**src/rtl/fp32_pkg.sv**
```systemverilog
// Shared binary32 field widths, special encodings and operand classification
// used by the fp32 multiplier/accumulator family.
package fp32_pkg;

   localparam int unsigned EXP_W = 8;
   localparam int unsigned MAN_W = 23;
   localparam int unsigned BIAS  = 127;

   localparam logic [EXP_W-1:0] EXP_MAX = EXP_W'(2 * BIAS + 1);

   localparam logic [31:0] QNAN    = 32'h7FC0_0000;
   localparam logic [31:0] POS_INF = 32'h7F80_0000;
   localparam logic [31:0] NEG_INF = 32'hFF80_0000;

   typedef enum logic [1:0] {
      FP_ZERO,
      FP_NORMAL,
      FP_INF,
      FP_NAN
   } fp_class_e;

   // Subnormals classify as zero: the datapath flushes them on input.
   function automatic fp_class_e fp_classify(input logic [EXP_W+MAN_W-1:0] mag);
      if (mag[EXP_W+MAN_W-1:MAN_W] == EXP_MAX)
         return (mag[MAN_W-1:0] == '0) ? FP_INF : FP_NAN;
      else if (mag[EXP_W+MAN_W-1:MAN_W] == '0)
         return FP_ZERO;
      else
         return FP_NORMAL;
   endfunction

endpackage

```
**src/rtl/fp_lzc28.sv**
```systemverilog
// Combinational leading-zero counter for the 28-bit normalisation sum;
// an all-zero input reports 28.
module fp_lzc28 (
   input  logic [27:0] value,
   output logic [4:0]  lz
);

   always_comb begin
      lz = 5'd28;
      for (int unsigned i = 0; i < 28; i++) begin
         if (value[i]) lz = 5'(27 - i);
      end
   end

endmodule

```
**src/rtl/fp32_accumulator.sv**
```systemverilog
// Multi-cycle fp32 accumulator: acc + operand through ALIGN/ADD/NORM/ROUND,
// round-to-nearest-even, flush-to-zero, sticky NaN/Inf.
module fp32_accumulator
   import fp32_pkg::*;
#(
   parameter int unsigned CNT_W = 16
) (
   input  logic             clk,
   input  logic             rst,
   input  logic [31:0]      operand,
   input  logic             start,
   input  logic             clear,
   output logic [31:0]      result,
   output logic             valid,
   output logic             busy,
   output logic [CNT_W-1:0] count
);

   typedef enum logic [2:0] {
      ST_IDLE,
      ST_ALIGN,
      ST_ADD,
      ST_NORM,
      ST_ROUND
   } state_e;

   state_e state_q, state_d;

   logic [31:0] acc_q;
   logic [31:0] a_q, b_q;
   logic        clr_q;
   logic        accept;

   assign accept = (state_q == ST_IDLE) && start;
   assign result = acc_q;

   // ---------------- ALIGN ----------------
   fp_class_e   cls_a, cls_b;
   logic [30:0] mag_a, mag_b, mag_big, mag_small;
   logic        swap;
   logic [7:0]  shift;
   logic [26:0] sm_ext, sm_mask, al_small_d, al_big_d;
   logic        al_spec_d;
   logic [31:0] al_spec_val_d;

   always_comb begin
      cls_a = fp_classify(a_q[30:0]);
      cls_b = fp_classify(b_q[30:0]);
      mag_a = (cls_a == FP_ZERO) ? '0 : a_q[30:0];
      mag_b = (cls_b == FP_ZERO) ? '0 : b_q[30:0];
      swap      = mag_b > mag_a;
      mag_big   = swap ? mag_b : mag_a;
      mag_small = swap ? mag_a : mag_b;
      shift     = mag_big[30:23] - mag_small[30:23];
      al_big_d  = {mag_big[30:23] != '0, mag_big[22:0], 3'b000};
      sm_ext    = {mag_small[30:23] != '0, mag_small[22:0], 3'b000};
      sm_mask   = ~({27{1'b1}} << shift);
      if (shift >= 8'd27)
         al_small_d = {26'b0, |sm_ext};
      else
         al_small_d = (sm_ext >> shift) | {26'b0, |(sm_ext & sm_mask)};

      al_spec_d     = 1'b0;
      al_spec_val_d = QNAN;
      if (cls_a == FP_NAN || cls_b == FP_NAN ||
          (cls_a == FP_INF && cls_b == FP_INF && a_q[31] != b_q[31])) begin
         al_spec_d     = 1'b1;
         al_spec_val_d = QNAN;
      end else if (cls_a == FP_INF) begin
         al_spec_d     = 1'b1;
         al_spec_val_d = a_q[31] ? NEG_INF : POS_INF;
      end else if (cls_b == FP_INF) begin
         al_spec_d     = 1'b1;
         al_spec_val_d = b_q[31] ? NEG_INF : POS_INF;
      end
   end

   logic        al_spec, al_sign_big, al_sign_small;
   logic [31:0] al_spec_val;
   logic [7:0]  al_exp;
   logic [26:0] al_big, al_small;

   // ---------------- ADD ----------------
   logic        eff_sub;
   logic [27:0] sum_d;

   always_comb begin
      eff_sub = al_sign_big ^ al_sign_small;
      sum_d   = eff_sub ? ({1'b0, al_big} - {1'b0, al_small})
                        : ({1'b0, al_big} + {1'b0, al_small});
   end

   logic        ad_spec, ad_sign, ad_zsign;
   logic [31:0] ad_spec_val;
   logic [7:0]  ad_exp;
   logic [27:0] ad_sum;

   // ---------------- NORM ----------------
   logic [4:0]  lz, sh;
   logic [26:0] nm_man_d;
   logic [9:0]  nm_exp_d;

   fp_lzc28 u_lzc (
      .value (ad_sum),
      .lz    (lz)
   );

   always_comb begin
      sh = lz - 5'd1;
      if (ad_sum[27]) begin
         nm_man_d = {ad_sum[27:2], ad_sum[1] | ad_sum[0]};
         nm_exp_d = {2'b00, ad_exp} + 10'd1;
      end else begin
         nm_man_d = ad_sum[26:0] << sh;
         nm_exp_d = {2'b00, ad_exp} - {5'b0, sh};
      end
   end

   logic        nm_spec, nm_sign, nm_zsign, nm_zero;
   logic [31:0] nm_spec_val;
   logic [26:0] nm_man;
   logic [9:0]  nm_exp;

   // ---------------- ROUND ----------------
   logic        round_up;
   logic [24:0] man25;
   logic [9:0]  exp_r;
   logic [22:0] frac;
   logic [31:0] rnd_val;

   always_comb begin
      round_up = nm_man[2] & (nm_man[1] | nm_man[0] | nm_man[3]);
      man25    = {1'b0, nm_man[26:3]} + {24'b0, round_up};
      exp_r    = nm_exp + {9'b0, man25[24]};
      frac     = man25[24] ? man25[23:1] : man25[22:0];
      if (nm_spec)
         rnd_val = nm_spec_val;
      else if (nm_zero)
         rnd_val = {nm_zsign, 31'b0};
      else if (exp_r[9] || exp_r == '0)
         rnd_val = {nm_sign, 31'b0};
      else if (exp_r >= {2'b00, EXP_MAX})
         rnd_val = nm_sign ? NEG_INF : POS_INF;
      else
         rnd_val = {nm_sign, exp_r[7:0], frac};
   end

   // ---------------- FSM ----------------
   always_comb begin
      state_d = state_q;
      busy    = 1'b1;
      unique case (state_q)
         ST_IDLE: begin
            busy = 1'b0;
            if (start) state_d = ST_ALIGN;
         end
         ST_ALIGN: state_d = ST_ADD;
         ST_ADD:   state_d = ST_NORM;
         ST_NORM:  state_d = ST_ROUND;
         ST_ROUND: state_d = ST_IDLE;
         default:  state_d = ST_IDLE;
      endcase
   end

   always_ff @(posedge clk) begin
      if (!rst) begin
         state_q <= ST_IDLE;
         acc_q   <= '0;
         valid   <= 1'b0;
         count   <= '0;
      end else begin
         state_q <= state_d;
         valid   <= 1'b0;
         if (state_q == ST_ROUND) begin
            acc_q <= rnd_val;
            valid <= 1'b1;
            if (clr_q)
               count <= CNT_W'(1);
            else if (count != '1)
               count <= count + 1'b1;
         end else if (state_q == ST_IDLE && clear && !start) begin
            acc_q <= '0;
            count <= '0;
         end
      end
   end

   // Pipeline data registers need no reset: the FSM gates when they matter.
   always_ff @(posedge clk) begin
      if (accept) begin
         // A zero carrying the operand's sign makes acc+operand return the
         // canonicalised operand, including -0 for a -0 operand.
         a_q   <= clear ? {operand[31], 31'b0} : acc_q;
         b_q   <= operand;
         clr_q <= clear;
      end
      al_spec       <= al_spec_d;
      al_spec_val   <= al_spec_val_d;
      al_sign_big   <= swap ? b_q[31] : a_q[31];
      al_sign_small <= swap ? a_q[31] : b_q[31];
      al_exp        <= mag_big[30:23];
      al_big        <= al_big_d;
      al_small      <= al_small_d;

      ad_spec       <= al_spec;
      ad_spec_val   <= al_spec_val;
      ad_sign       <= al_sign_big;
      ad_zsign      <= eff_sub ? 1'b0 : al_sign_big;
      ad_exp        <= al_exp;
      ad_sum        <= sum_d;

      nm_spec       <= ad_spec;
      nm_spec_val   <= ad_spec_val;
      nm_sign       <= ad_sign;
      nm_zsign      <= ad_zsign;
      nm_zero       <= (ad_sum == '0);
      nm_man        <= nm_man_d;
      nm_exp        <= nm_exp_d;
   end

endmodule
```
**config.mk**
```make
export PLATFORM = sky130hd
export DESIGN_NAME = fp32_accumulator
export DESIGN_NICKNAME = d
export VERILOG_FILES = /design/src/rtl/fp32_pkg.sv /design/src/rtl/fp_lzc28.sv /design/src/rtl/fp32_accumulator.sv
export SDC_FILE = /design/constraint.sdc
export NUM_CORES = 1
export LEC_CHECK = 0
export ABC_CLOCK_PERIOD_IN_PS = 6140
export CORE_UTILIZATION = 42
export DETAILED_ROUTE_END_ITERATION = 8
export MAX_ROUTING_LAYER = met4
export PLACE_DENSITY = 0.61
export SLEW_MARGIN = 15
export SYNTH_ARGS = -nofsm -noshare
export SYNTH_HDL_FRONTEND = slang
export SYNTH_SLANG_ARGS = --single-unit
```
**constraint.sdc**
```tcl
create_clock -name clk -period 6.14 [get_ports clk]
set_clock_uncertainty 0.1 [all_clocks]
set_input_delay 1.228 -clock clk [delete_from_list [all_inputs] [get_ports clk]]
set_output_delay 1.228 -clock clk [all_outputs]
set_load 0.03 [all_outputs]
```
# Yosys cells after proc, flatten, opt, wreduce, memory -nomap -nowiden
# Index checks and enable logic that the tools add are counted.
# op_classes
add_sub_neg	9
mul	0
div_mod_pow	0
magnitude_cmp	3
n_eq_ne	14
shift	3
muxes	66
n_bitwise	8
reduce_logical	25
# op_table
operator	n
2-to-1 mux 32 bit	12
2-to-1 mux 31 bit	4
2-to-1 mux 5 bit	16
2-to-1 mux 16 bit	4
logical NOT 23 bit	2
2-to-1 mux 4 bit	8
greater-than comparator 31 bit	1
adder 27 x 27 -> 28 bit	1
logical NOT 28 bit	1
2-to-1 mux 28 bit	1
subtractor 27 x 27 -> 28 bit	1
bitwise AND 27 bit	1
NOT 27 bit	1
bitwise OR 27 x 1 -> 27 bit	1
OR reduction 27 bit	1
<< shifter 27 x 5 -> 27 bit	1
<< shifter 27 x 8 -> 27 bit, first input constant	1
right shift 27 x 8 -> 27 bit	1
2-to-1 mux 26 bit	1
adder 24 x 1 -> 25 bit	1
OR reduction 24 bit	1
2-to-1 mux 23 bit	1
adder 16 x 1 -> 16 bit, second input constant	1
equality test 8 bit, second input constant	2
34 further kinds	63
# totals
ff_bits	355
latchBits	0
ramBits	0
mem_bits_ro	0
out_inout_bits	50
word_cells	158
memories	0

# Logic depth before layout (Yosys ltp)
# Gate-level depths: netlist of run 1.
# logic_depth
depth_word	31
mapped_depth	30
mapped_depth_nobuf	22

# By module
# A second synthesis of run 1 with hierarchy kept.
# hier_totals
cells_unflattened	1960
area_unflattened_um2	16513.3
# modules_own_cells
mod	instances	cells_per_inst	area_per_inst_um2
fp32_accumulator	1	1900	16176.8
fp_lzc28	1	60	336.6

# Least setup slack after synthesis of run 1
# OpenSTA, ideal clock, no wires.
# synth_timing
path_kind	register -> register
startpoint	register b_q[24]
endpoint	register al_small[0]
arrival_time_ns	5.845
slack_ns	0.070
stages_incl_launch_ff	29
path_buffers	6
synth_period_minus_slack_ns	6.070
path_cell_list	edfxtp_1 -> nor4_1 -> nand2_1 -> clkbuf_1 -> nand2_1 -> inv_1 -> ha_1 -> a211oi_2 -> o211ai_1 -> o221a_2 -> or4_4 -> buf_6 -> nand2_4 -> buf_6 -> buf_6 -> buf_2 -> buf_1 -> o21a_1 -> ha_1 -> nand3_1 -> o31a_1 -> o211ai_4 -> xnor2_4 -> nor2_1 -> or3b_1 -> a211o_1 -> a211oi_2 -> o2111ai_1 -> o41a_1
# synth_via
elab_chain_cells	14
# synth_rtl
item	line_no	source
from (decl)	fp32_accumulator.sv:30	logic [31:0] a_q, b_q;
from (signal assigned)	fp32_accumulator.sv:194	b_q <= operand;
logical NOT 8 bit	fp32_pkg.sv:26	else if (mag[EXP_W+MAN_W-1:MAN_W] == '0)
2-to-1 mux 1 bit	fp32_pkg.sv:26	
2-to-1 mux 2 bit	fp32_pkg.sv:24	if (mag[EXP_W+MAN_W-1:MAN_W] == EXP_MAX)
logical NOT 2 bit	fp32_accumulator.sv:50	mag_b = (cls_b == FP_ZERO) ? '0 : b_q[30:0];
2-to-1 mux 31 bit (*)	fp32_accumulator.sv:50	
greater-than comparator 31 bit	fp32_accumulator.sv:51	swap = mag_b > mag_a;
2-to-1 mux 31 bit (on tied branches)	fp32_accumulator.sv:52, fp32_accumulator.sv:53	
subtractor 8 bit	fp32_accumulator.sv:54	shift = mag_big[30:23] - mag_small[30:23];
<< shifter 27 x 8 -> 27 bit	fp32_accumulator.sv:57	sm_mask = ~({27{1'b1}} << shift);
NOT 27 bit	fp32_accumulator.sv:57	
bitwise AND 27 bit	fp32_accumulator.sv:61	al_small_d = (sm_ext >> shift) | {26'b0, |(sm_ext & sm_mask)};
OR reduction 27 bit	fp32_accumulator.sv:61	
bitwise OR 27 x 1 -> 27 bit	fp32_accumulator.sv:61	
2-to-1 mux 1 bit (*)	fp32_accumulator.sv:58	if (shift >= 8'd27)
named net al_small_d[0]	fp32_accumulator.sv:42	logic [26:0] sm_ext, sm_mask, al_small_d, al_big_d;
to (signal assigned)	fp32_accumulator.sv:203	al_small <= al_small_d;
to (decl)	fp32_accumulator.sv:81	logic [26:0] al_big, al_small;
# The timed path passes the listed nets; every way through them passes the cells marked *.
# A chain may end at the register's enable or synchronous reset.

# Worst setup path in the final report of run 1
# layout_timing
startpoint	register a_q[23]
endpoint	register al_small[0]
# layout_via
elab_chain_cells	14
# layout_rtl
item	line_no	source
from (decl)	fp32_accumulator.sv:30	
from (signal assigned)	fp32_accumulator.sv:193	a_q <= clear ? {operand[31], 31'b0} : acc_q;
logical NOT 8 bit	fp32_pkg.sv:26	
2-to-1 mux 1 bit	fp32_pkg.sv:26	
2-to-1 mux 2 bit	fp32_pkg.sv:24	
logical NOT 2 bit	fp32_accumulator.sv:49	mag_a = (cls_a == FP_ZERO) ? '0 : a_q[30:0];
2-to-1 mux 31 bit (*)	fp32_accumulator.sv:49	
greater-than comparator 31 bit	fp32_accumulator.sv:51	
2-to-1 mux 31 bit (on tied branches)	fp32_accumulator.sv:52, fp32_accumulator.sv:53	
subtractor 8 bit	fp32_accumulator.sv:54	
<< shifter 27 x 8 -> 27 bit	fp32_accumulator.sv:57	
NOT 27 bit	fp32_accumulator.sv:57	
bitwise AND 27 bit	fp32_accumulator.sv:61	
OR reduction 27 bit	fp32_accumulator.sv:61	
bitwise OR 27 x 1 -> 27 bit	fp32_accumulator.sv:61	
2-to-1 mux 1 bit (*)	fp32_accumulator.sv:58	
named net al_small_d[0]	fp32_accumulator.sv:42	
# Marks and branches as above.

==> Flow_metrics.wiki, run 1 <==
{| class="wikitable"
! Metric !! Value
|-
| Status || complete, no violations
|-
| Root buffer cell || sky130_fd_sc_hd__clkbuf_16
|-
| Non-Filler Cell Area, Final || 19,200 um^2
|-
| Routability congestion estimate || 0.965
|-
| Die Height || 201 um
|-
| Cell types with the largest area share after synthesis || sky130_fd_sc_hd__dfxtp_1, sky130_fd_sc_hd__edfxtp_1, sky130_fd_sc_hd__ha_1
|-
| Number of violations reported at the end of detailed-routing iteration 0 || 1,502
|-
| Final count of negative-setup-slack endpoints || 0
|-
| Number of filler instances in the final layout || 3,779
|-
| Most area-hungry cell type in the Yosys netlist || sky130_fd_sc_hd__dfxtp_1
|-
| Critical path capture point type || register
|-
| Maximum number of pins on one net before global-route repair || 58
|-
| Antenna viol nets, final || 0
|-
| RSZ-0062 raised after global routing || false
|-
| Largest delay share family, worst path || simple AND/OR/NAND/NOR gates
|-
| Largest stage delay, worst path || 0.61 ns
|-
| Starting Density || 0.428
|-
| Slowest library cell on the worst path || sky130_fd_sc_hd__or4_4
|-
| Via count of the first global-routing pass || 14,100
|-
| Leakage Power || 7.42 nW
|-
| Clock buffer count from CTS || 28
|-
| Placeable core region || 38,900 um^2
|-
| Final hold violations || 0
|-
| Commonest non-fill, non-tap cell in the layout || sky130_fd_sc_hd__nand2_1
|-
| Total Routing Usage GR || 0.271
|-
| Instance area at placement || 18,200 um^2
|-
| Wire length per cell || 21.3 um
|-
| TritonCTS sink count || 265
|-
| Final routed DRC violation total || 0
|-
| Average cell area after synthesis || 8.62 um^2
|-
| Crit path time final || 5.86 ns
|-
| Class of the most critical setup path || reg2reg
|-
| Pre-CTS worst setup slack || 0.381 ns
|-
| Maximum buffer depth of the clock tree || 3
|-
| Max Fclk || 171 MHz
|-
| Detail Placement HPWL || 42.3 mm
|-
| Worst vdd ir || 379 uV
|-
| Via density per instance || 5.84
|-
| Sum Neg Setup Slack || 0 ns
|-
| Pin slew with the least headroom to its limit || 1.10 ns
|-
| Number of synthesized register bits || 265
|-
| Gr ovfl total || 0
|-
| Final slew viol count || 0
|-
| Mapped Area || 16,700 um^2
|-
| Placed cell count || 2,482
|-
| Total via count after detailed routing || 14,800
|-
| Share of the synthesized area in the top cell type || 0.240
|-
| Class of the worst hold path || reg2reg
|-
| Number of setup buffers added after CTS || 0
|-
| Fraction of met2 tracks used by global routing || 0.418
|-
| Number of hold-repair buffers added at the cts stage || 0
|-
| Number of flops mapped to enable cells by yosys || 65
|-
| Cell Chain, Critical Path || nor4_1 -> nand2_1 -> buf_4 -> nand2_1 -> ha_1 -> a211oi_2 -> o211ai_1 -> o221a_2 -> or4_4 -> nand2_4 -> buf_12 -> o22ai_1 -> or3_1 -> o211a_1 -> nor2_2 -> buf_4 -> a21oi_1 -> o311ai_1 -> o2111ai_1 -> o41a_1
|-
| Resized Gates After CTS || 0
|-
| Count of TritonRoute iterations in the first routing pass || 6
|-
| Most used flip-flop cell after synthesis || sky130_fd_sc_hd__dfxtp_1
|-
| Gate Count Post-Synth || 1,933
|-
| Clk Latency, worst-skew pair || 0.56 ns
|-
| Total of buffers placed on input and output ports || 85
|-
| Post-Layout Cell Count || 2,536
|-
| Most frequent cells in the layout || sky130_fd_sc_hd__nand2_1, sky130_fd_sc_hd__dfxtp_1, sky130_fd_sc_hd__nor2_1
|-
| Initial antenna violation count || 2
|-
| Clock tree from TritonCTS || yes
|-
| Layout-stage area growth over the synthesis result || 15.0%
|-
| Critical Path Fanout Max || 57
|-
| Asr flop ratio synth || 0
|-
| Row Count || 72
|-
| Share of layout cells above drive strength 1 || 0.0952
|-
| Met1 track demand over resource in global routing || 0.382
|-
| Register area share after synthesis || 0.357
|-
| First-pass GRT wire length || 83.4 mm
|-
| Fraction of met3 tracks used by global routing || 0.0249
|-
| Net count of the mapped netlist || 2,063
|-
| Busiest grt layer || met2
|-
| Worst EP arrival || 6.20 ns
|-
| Width of the die || 201 um
|-
| Cell Pwr Density || 496 nW/um^2
|-
| Total power consumption of the routed design || 0.00950 W
|-
| Crit start category || register
|-
| Endpoint required time on the critical path || 6.48 ns
|-
| Htree depth || 1
|-
| # nets final || 2,124
|-
| Floorplan die area || 40,500 um^2
|-
| Number of top-level pins || 86
|-
| Worst Slack Setup Final || 0.282 ns
|-
| WL final || 54.0 mm
|-
| Number of maximum-capacitance constraint violations || 0
|-
| Clock slew at reported path FFs || 0.07 ns
|-
| Count of distinct cell types in the synthesized netlist || 102
|-
| Worst slew margin || 0.259
|-
| YS warnings || 0
|-
| Final critical-path share of the clock period || 0.954
|-
| Worst path bufs/invs || 3
|}
## layout make-up
| type | count | area, um^2 | area share |
|---|---|---|---|
| inverters | 109 | 409 | 0.0213 |
| repair buffers | 137 | 1280 | 0.0667 |
| diodes | 2 | 5.00 | 0.000261 |
| flip-flops and latches | 265 | 5960 | 0.311 |
| multi-input cells | 1453 | 9900 | 0.517 |
| clock buffers | 35 | 768 | 0.0401 |
| clock inverters | 17 | 198 | 0.0103 |
| well taps | 518 | 648 | 0.0338 |
## stage by stage
step,util,hold WS [ns]
2_1_floorplan,-,0.210
3_3_place_gp,0.467,0.213
3_5_place_dp,0.467,0.212
4_1_cts,0.492,0.227
5_1_grt,0.492,0.235
6_report,0.492,0.224
## sequential cells by signal, indices dropped and copies added, names as in the netlist, 10 cells and up
register and flops:
a_q 32, b_q 32, result 32, ad_sum 28, al_small 27, nm_man 27, al_big 24, count 16
nm_exp 10
## final timing paths
path	start	end	slack [ns]	cells after the start
min	ad_zsign	nm_zsign	0.22	0
max reg2reg	a_q[23]	al_small[0]	0.28	20
min reg2reg	ad_zsign	nm_zsign	0.22	0
max	a_q[23]	al_small[0]	0.28	20
## power breakdown
part / leakage [nW] / switching (W) / internal (W) / total, W
Combinational: 4.66 / 0.00298 / 0.00210 / 0.00508
Clock: 0.477 / 0.000711 / 0.00105 / 0.00177
Sequential: 2.28 / 0.000466 / 0.00219 / 0.00266
Total: 7.42 / 0.00416 / 0.00534 / 0.00950
## routing by layer
| layer | up-vias | part of all wire |
|---|---|---|
| li1 | 7095 | - |
| met1 | 7057 | 0.46 |
| met2 | 575 | 0.45 |
| met3 | 74 | 0.069 |
| met4 | 0 | 0.025 |
| met5 | - | 0 |
## synth_stat cells, types with 23 or more instances
cell,instances
sky130_fd_sc_hd__mux4_2,38
sky130_fd_sc_hd__nor2b_1,53
sky130_fd_sc_hd__nor4_1,28
sky130_fd_sc_hd__a22oi_1,23
sky130_fd_sc_hd__nor2_1,165
sky130_fd_sc_hd__o21ai_0,145
sky130_fd_sc_hd__inv_1,104
sky130_fd_sc_hd__dfxtp_1,200
sky130_fd_sc_hd__mux2i_1,38
sky130_fd_sc_hd__edfxtp_1,65
sky130_fd_sc_hd__nand3_1,34
sky130_fd_sc_hd__ha_1,92
sky130_fd_sc_hd__nand2_1,242
sky130_fd_sc_hd__clkbuf_1,79
sky130_fd_sc_hd__a21oi_1,119
sky130_fd_sc_hd__xnor2_1,40
sky130_fd_sc_hd__xor2_1,35
sky130_fd_sc_hd__a21o_1,24
sky130_fd_sc_hd__nor3_1,44
## cells by family after synthesis
logic type | Yosys count | share of synthesized area
and+or+nand+nor | 673 | 0.190
AOI/OAI and AO/OA | 522 | 0.205
DFF | 265 | 0.357
buffers and inverters | 215 | 0.0520
adders and majority gates | 94 | 0.0715
muxes | 86 | 0.0809
xor gates and xnor gates | 78 | 0.0430
(Power assumes the default switching activity.)
==> run 2, diff against run 1 <==
Settings changed: CAP_MARGIN from default to 40, TNS_END_PERCENT from default to 30.
==> Flow_metrics.wiki, run 2 (synthesized netlist as in run 1, its figures left out) <==
{| class="wikitable"
! Metric !! Value
|-
| Number of violations reported at the end of detailed-routing iteration 0 || 1,488 (was 1,502)
|-
| Critical path capture point type || register (unchanged)
|-
| Busiest grt layer || met2 (unchanged)
|-
| Share of layout cells above drive strength 1 || 0.0968 (was 0.0952)
|-
| Number of setup buffers added after CTS || 0 (unchanged)
|-
| Commonest non-fill, non-tap cell in the layout || sky130_fd_sc_hd__nand2_1 (unchanged)
|-
| Number of hold-repair buffers added at the cts stage || 0 (unchanged)
|-
| Worst vdd ir || 307 uV (was 379 uV)
|-
| Antenna viol nets, final || 0 (unchanged)
|-
| Total of buffers placed on input and output ports || 85 (unchanged)
|-
| Max Fclk || 173 MHz (was 171 MHz)
|-
| Pin slew with the least headroom to its limit || 0.943 ns (was 1.10 ns)
|-
| Switching share of power || 0.438 (was 0.437)
|-
| Leakage Power || 7.44 nW (was 7.42 nW)
|-
| Crit path time final || 5.80 ns (was 5.86 ns)
|-
| Power dissipated by switching net loads || 0.00416 W (about the same)
|-
| Cell Pwr Density || 495 nW/um^2 (was 496 nW/um^2)
|-
| Starting Density || 0.428 (unchanged)
|-
| Number of top-level pins || 86 (unchanged)
|-
| Cell Chain, Critical Path || nor4_1 -> nand2_1 -> buf_4 -> nand2_1 -> ha_1 -> a211oi_2 -> o211ai_1 -> o221a_2 -> or4_4 -> nand2_4 -> buf_12 -> o22ai_1 -> or3_1 -> o211a_1 -> nor2_2 -> buf_4 -> a21oi_1 -> o311ai_1 -> o2111ai_1 -> o41a_1 (unchanged)
|-
| Fraction of met2 tracks used by global routing || 0.415 (was 0.418)
|-
| Clock buffer count from CTS || 30 (was 28)
|-
| Final Util || 0.494 (was 0.492)
|-
| Share of total power in the clock network || 0.188 (was 0.186)
|-
| # nets final || 2,131 (was 2,124)
|-
| Number of maximum-capacitance constraint violations || 0 (unchanged)
|-
| Combinational Power Share || 0.534 (about the same)
|-
| Final routed DRC violation total || 0 (unchanged)
|-
| Via density per instance || 5.85 (was 5.84)
|-
| Largest delay share family, worst path || compound AO/OA/AOI/OAI gates (was simple AND/OR/NAND/NOR gates)
|-
| Worst EP arrival || 6.15 ns (was 6.20 ns)
|-
| Worst Hold Path Cells || 0 (unchanged)
|-
| First-pass GRT wire length || 83.8 mm (was 83.4 mm)
|-
| Critical Path Fanout Max || 57 (unchanged)
|-
| Htree depth || 1 (unchanged)
|-
| Row Count || 72 (unchanged)
|-
| Fraction of power consumed by sequential logic || 0.279 (was 0.280)
|-
| Via count of the first global-routing pass || 14,100 (about the same)
|-
| TritonCTS sink count || 265 (unchanged)
|-
| Most frequent cells in the layout || sky130_fd_sc_hd__nand2_1, sky130_fd_sc_hd__dfxtp_1, sky130_fd_sc_hd__nor2_1 (unchanged)
|-
| Gr ovfl total || 0 (unchanged)
|-
| Count of TritonRoute iterations in the first routing pass || 5 (was 6)
|-
| Clock tree from TritonCTS || yes (unchanged)
|-
| Fraction of met3 tracks used by global routing || 0.0327 (was 0.0249)
|-
| Detail Placement HPWL || 42.3 mm (about the same)
|-
| Maximum number of pins on one net before global-route repair || 58 (unchanged)
|-
| Layout-stage area growth over the synthesis result || 15.4% (was 15.0%)
|-
| Status || complete, no violations (unchanged)
|-
| Total via count after detailed routing || 14,900 (was 14,800)
|-
| Clk Latency, worst-skew pair || 0.57 ns (was 0.56 ns)
|-
| Resized Gates After CTS || 0 (unchanged)
|-
| Clock slew at reported path FFs || 0.06 ns (was 0.07 ns)
|-
| Placeable core region || 38,900 um^2 (unchanged)
|-
| Stages on worst setup path || 20 (unchanged)
|-
| Crit start category || register (unchanged)
|-
| Class of the worst hold path || reg2reg (unchanged)
|-
| Routability congestion estimate || 0.965 (unchanged)
|-
| Worst reg-to-reg path cell count || 20 (unchanged)
|-
| Floorplan die area || 40,500 um^2 (unchanged)
|-
| Endpoint required time on the critical path || 6.49 ns (was 6.48 ns)
|-
| Sum Neg Setup Slack || 0 ns (unchanged)
|-
| Met1 track demand over resource in global routing || 0.380 (was 0.382)
|-
| Final critical-path share of the clock period || 0.944 (was 0.954)
|-
| Final count of negative-setup-slack endpoints || 0 (unchanged)
|-
| Internal Power || 0.00535 W (was 0.00534 W)
|-
| Final slew viol count || 0 (unchanged)
|-
| Wire length per cell || 21.1 um (was 21.3 um)
|-
| Die Height || 201 um (unchanged)
|-
| RSZ-0062 raised after global routing || false (unchanged)
|-
| Width of the die || 201 um (unchanged)
|-
| Initial antenna violation count || 3 (was 2)
|-
| Class of the most critical setup path || reg2reg (unchanged)
|-
| Largest stage delay, worst path || 0.61 ns (about the same)
|-
| WL final || 53.7 mm (was 54.0 mm)
|-
| Root buffer cell || sky130_fd_sc_hd__clkbuf_16 (unchanged)
|-
| Total Routing Usage GR || 0.272 (was 0.271)
|-
| Maximum buffer depth of the clock tree || 3 (unchanged)
|-
| Worst slew margin || 0.365 (was 0.259)
|-
| Worst path bufs/invs || 3 (unchanged)
|-
| Slowest library cell on the worst path || sky130_fd_sc_hd__or4_4 (unchanged)
|-
| Final hold violations || 0 (unchanged)
|}
==> run 2: changes by cell type in the layout (fill, tap and decap cells not counted), sizes merged <==
cell / before / now
clkinvlp: 2 / 3
bufinv: 4 / 3
buf: 52 / 57
clkinv: 14 / 13
diode: 2 / 1
inv: 106 / 107
clkbuf: 35 / 38
==> run 2: routing by layer <==
metal  vias up  routed length (um)
met5         -                   0
met4         0                1500
met3        95                3830
met2       624               24000
met1      7055               24300
li1       7108                   -
==> run 2: cell type report <==
class	instances	area [um^2]
Fill cell	3784	19700
Multi-Input combinational cell	1453	9900
Sequential cell	265	5960
Timing Repair Buffer	142	1320
Clock buffer	38	811
Tap cell	518	648
Inverter	109	409
Clock inverter	17	186
Antenna cell	1	2.50
==> run 2: worst paths after layout <==
path	startpoint	endpoint	slack [ns]
min reg2reg	ad_spec	nm_spec	0.22
max	a_q[23]	al_small[0]	0.34
max reg2reg	a_q[23]	al_small[0]	0.34
min	ad_spec	nm_spec	0.22
==> run 2: through the flow <==
step	hold slack, ns	instance area [um^2]	total power (W)	cells	setup slack (ns)
floorplan	0.210	16700	0.00617	1933	0.0702
global placement	0.213	18200	0.00766	2482	0.461
detailed placement	0.212	18200	0.00766	2485	0.396
CTS	0.224	19200	0.00948	2540	0.385
global route	0.231	19200	0.0101	2543	0.0302
finish	0.224	19200	0.00952	2543	0.343
==> run 2: power groups by stage <==
stage	Combinational, W	Clock, W	Sequential, W
after global placement	0.00498	0	0.00268
after global routing	0.00551	0.00190	0.00271
after CTS	0.00500	0.00183	0.00265
after floorplan	0.00370	0	0.00247
final	0.00508	0.00179	0.00265
after detailed placement	0.00498	0	0.00268
==> run 2: worst register-to-register path, stage by stage (launching register included) <==
cell and delay, ns:
sky130_fd_sc_hd__edfxtp_1 0.43, sky130_fd_sc_hd__nor4_1 0.43, sky130_fd_sc_hd__nand2_1 0.11, sky130_fd_sc_hd__buf_4 0.24
sky130_fd_sc_hd__nand2_1 0.16, sky130_fd_sc_hd__ha_1 0.27, sky130_fd_sc_hd__a211oi_2 0.22, sky130_fd_sc_hd__o211ai_1 0.10
sky130_fd_sc_hd__o221a_2 0.35, sky130_fd_sc_hd__or4_4 0.61, sky130_fd_sc_hd__nand2_4 0.12, sky130_fd_sc_hd__buf_12 0.25
sky130_fd_sc_hd__o22ai_1 0.22, sky130_fd_sc_hd__or3_1 0.39, sky130_fd_sc_hd__o211a_1 0.25, sky130_fd_sc_hd__nor2_2 0.24
sky130_fd_sc_hd__buf_4 0.24, sky130_fd_sc_hd__a21oi_1 0.08, sky130_fd_sc_hd__o311ai_1 0.26, sky130_fd_sc_hd__o2111ai_1 0.17
sky130_fd_sc_hd__o41a_1 0.44
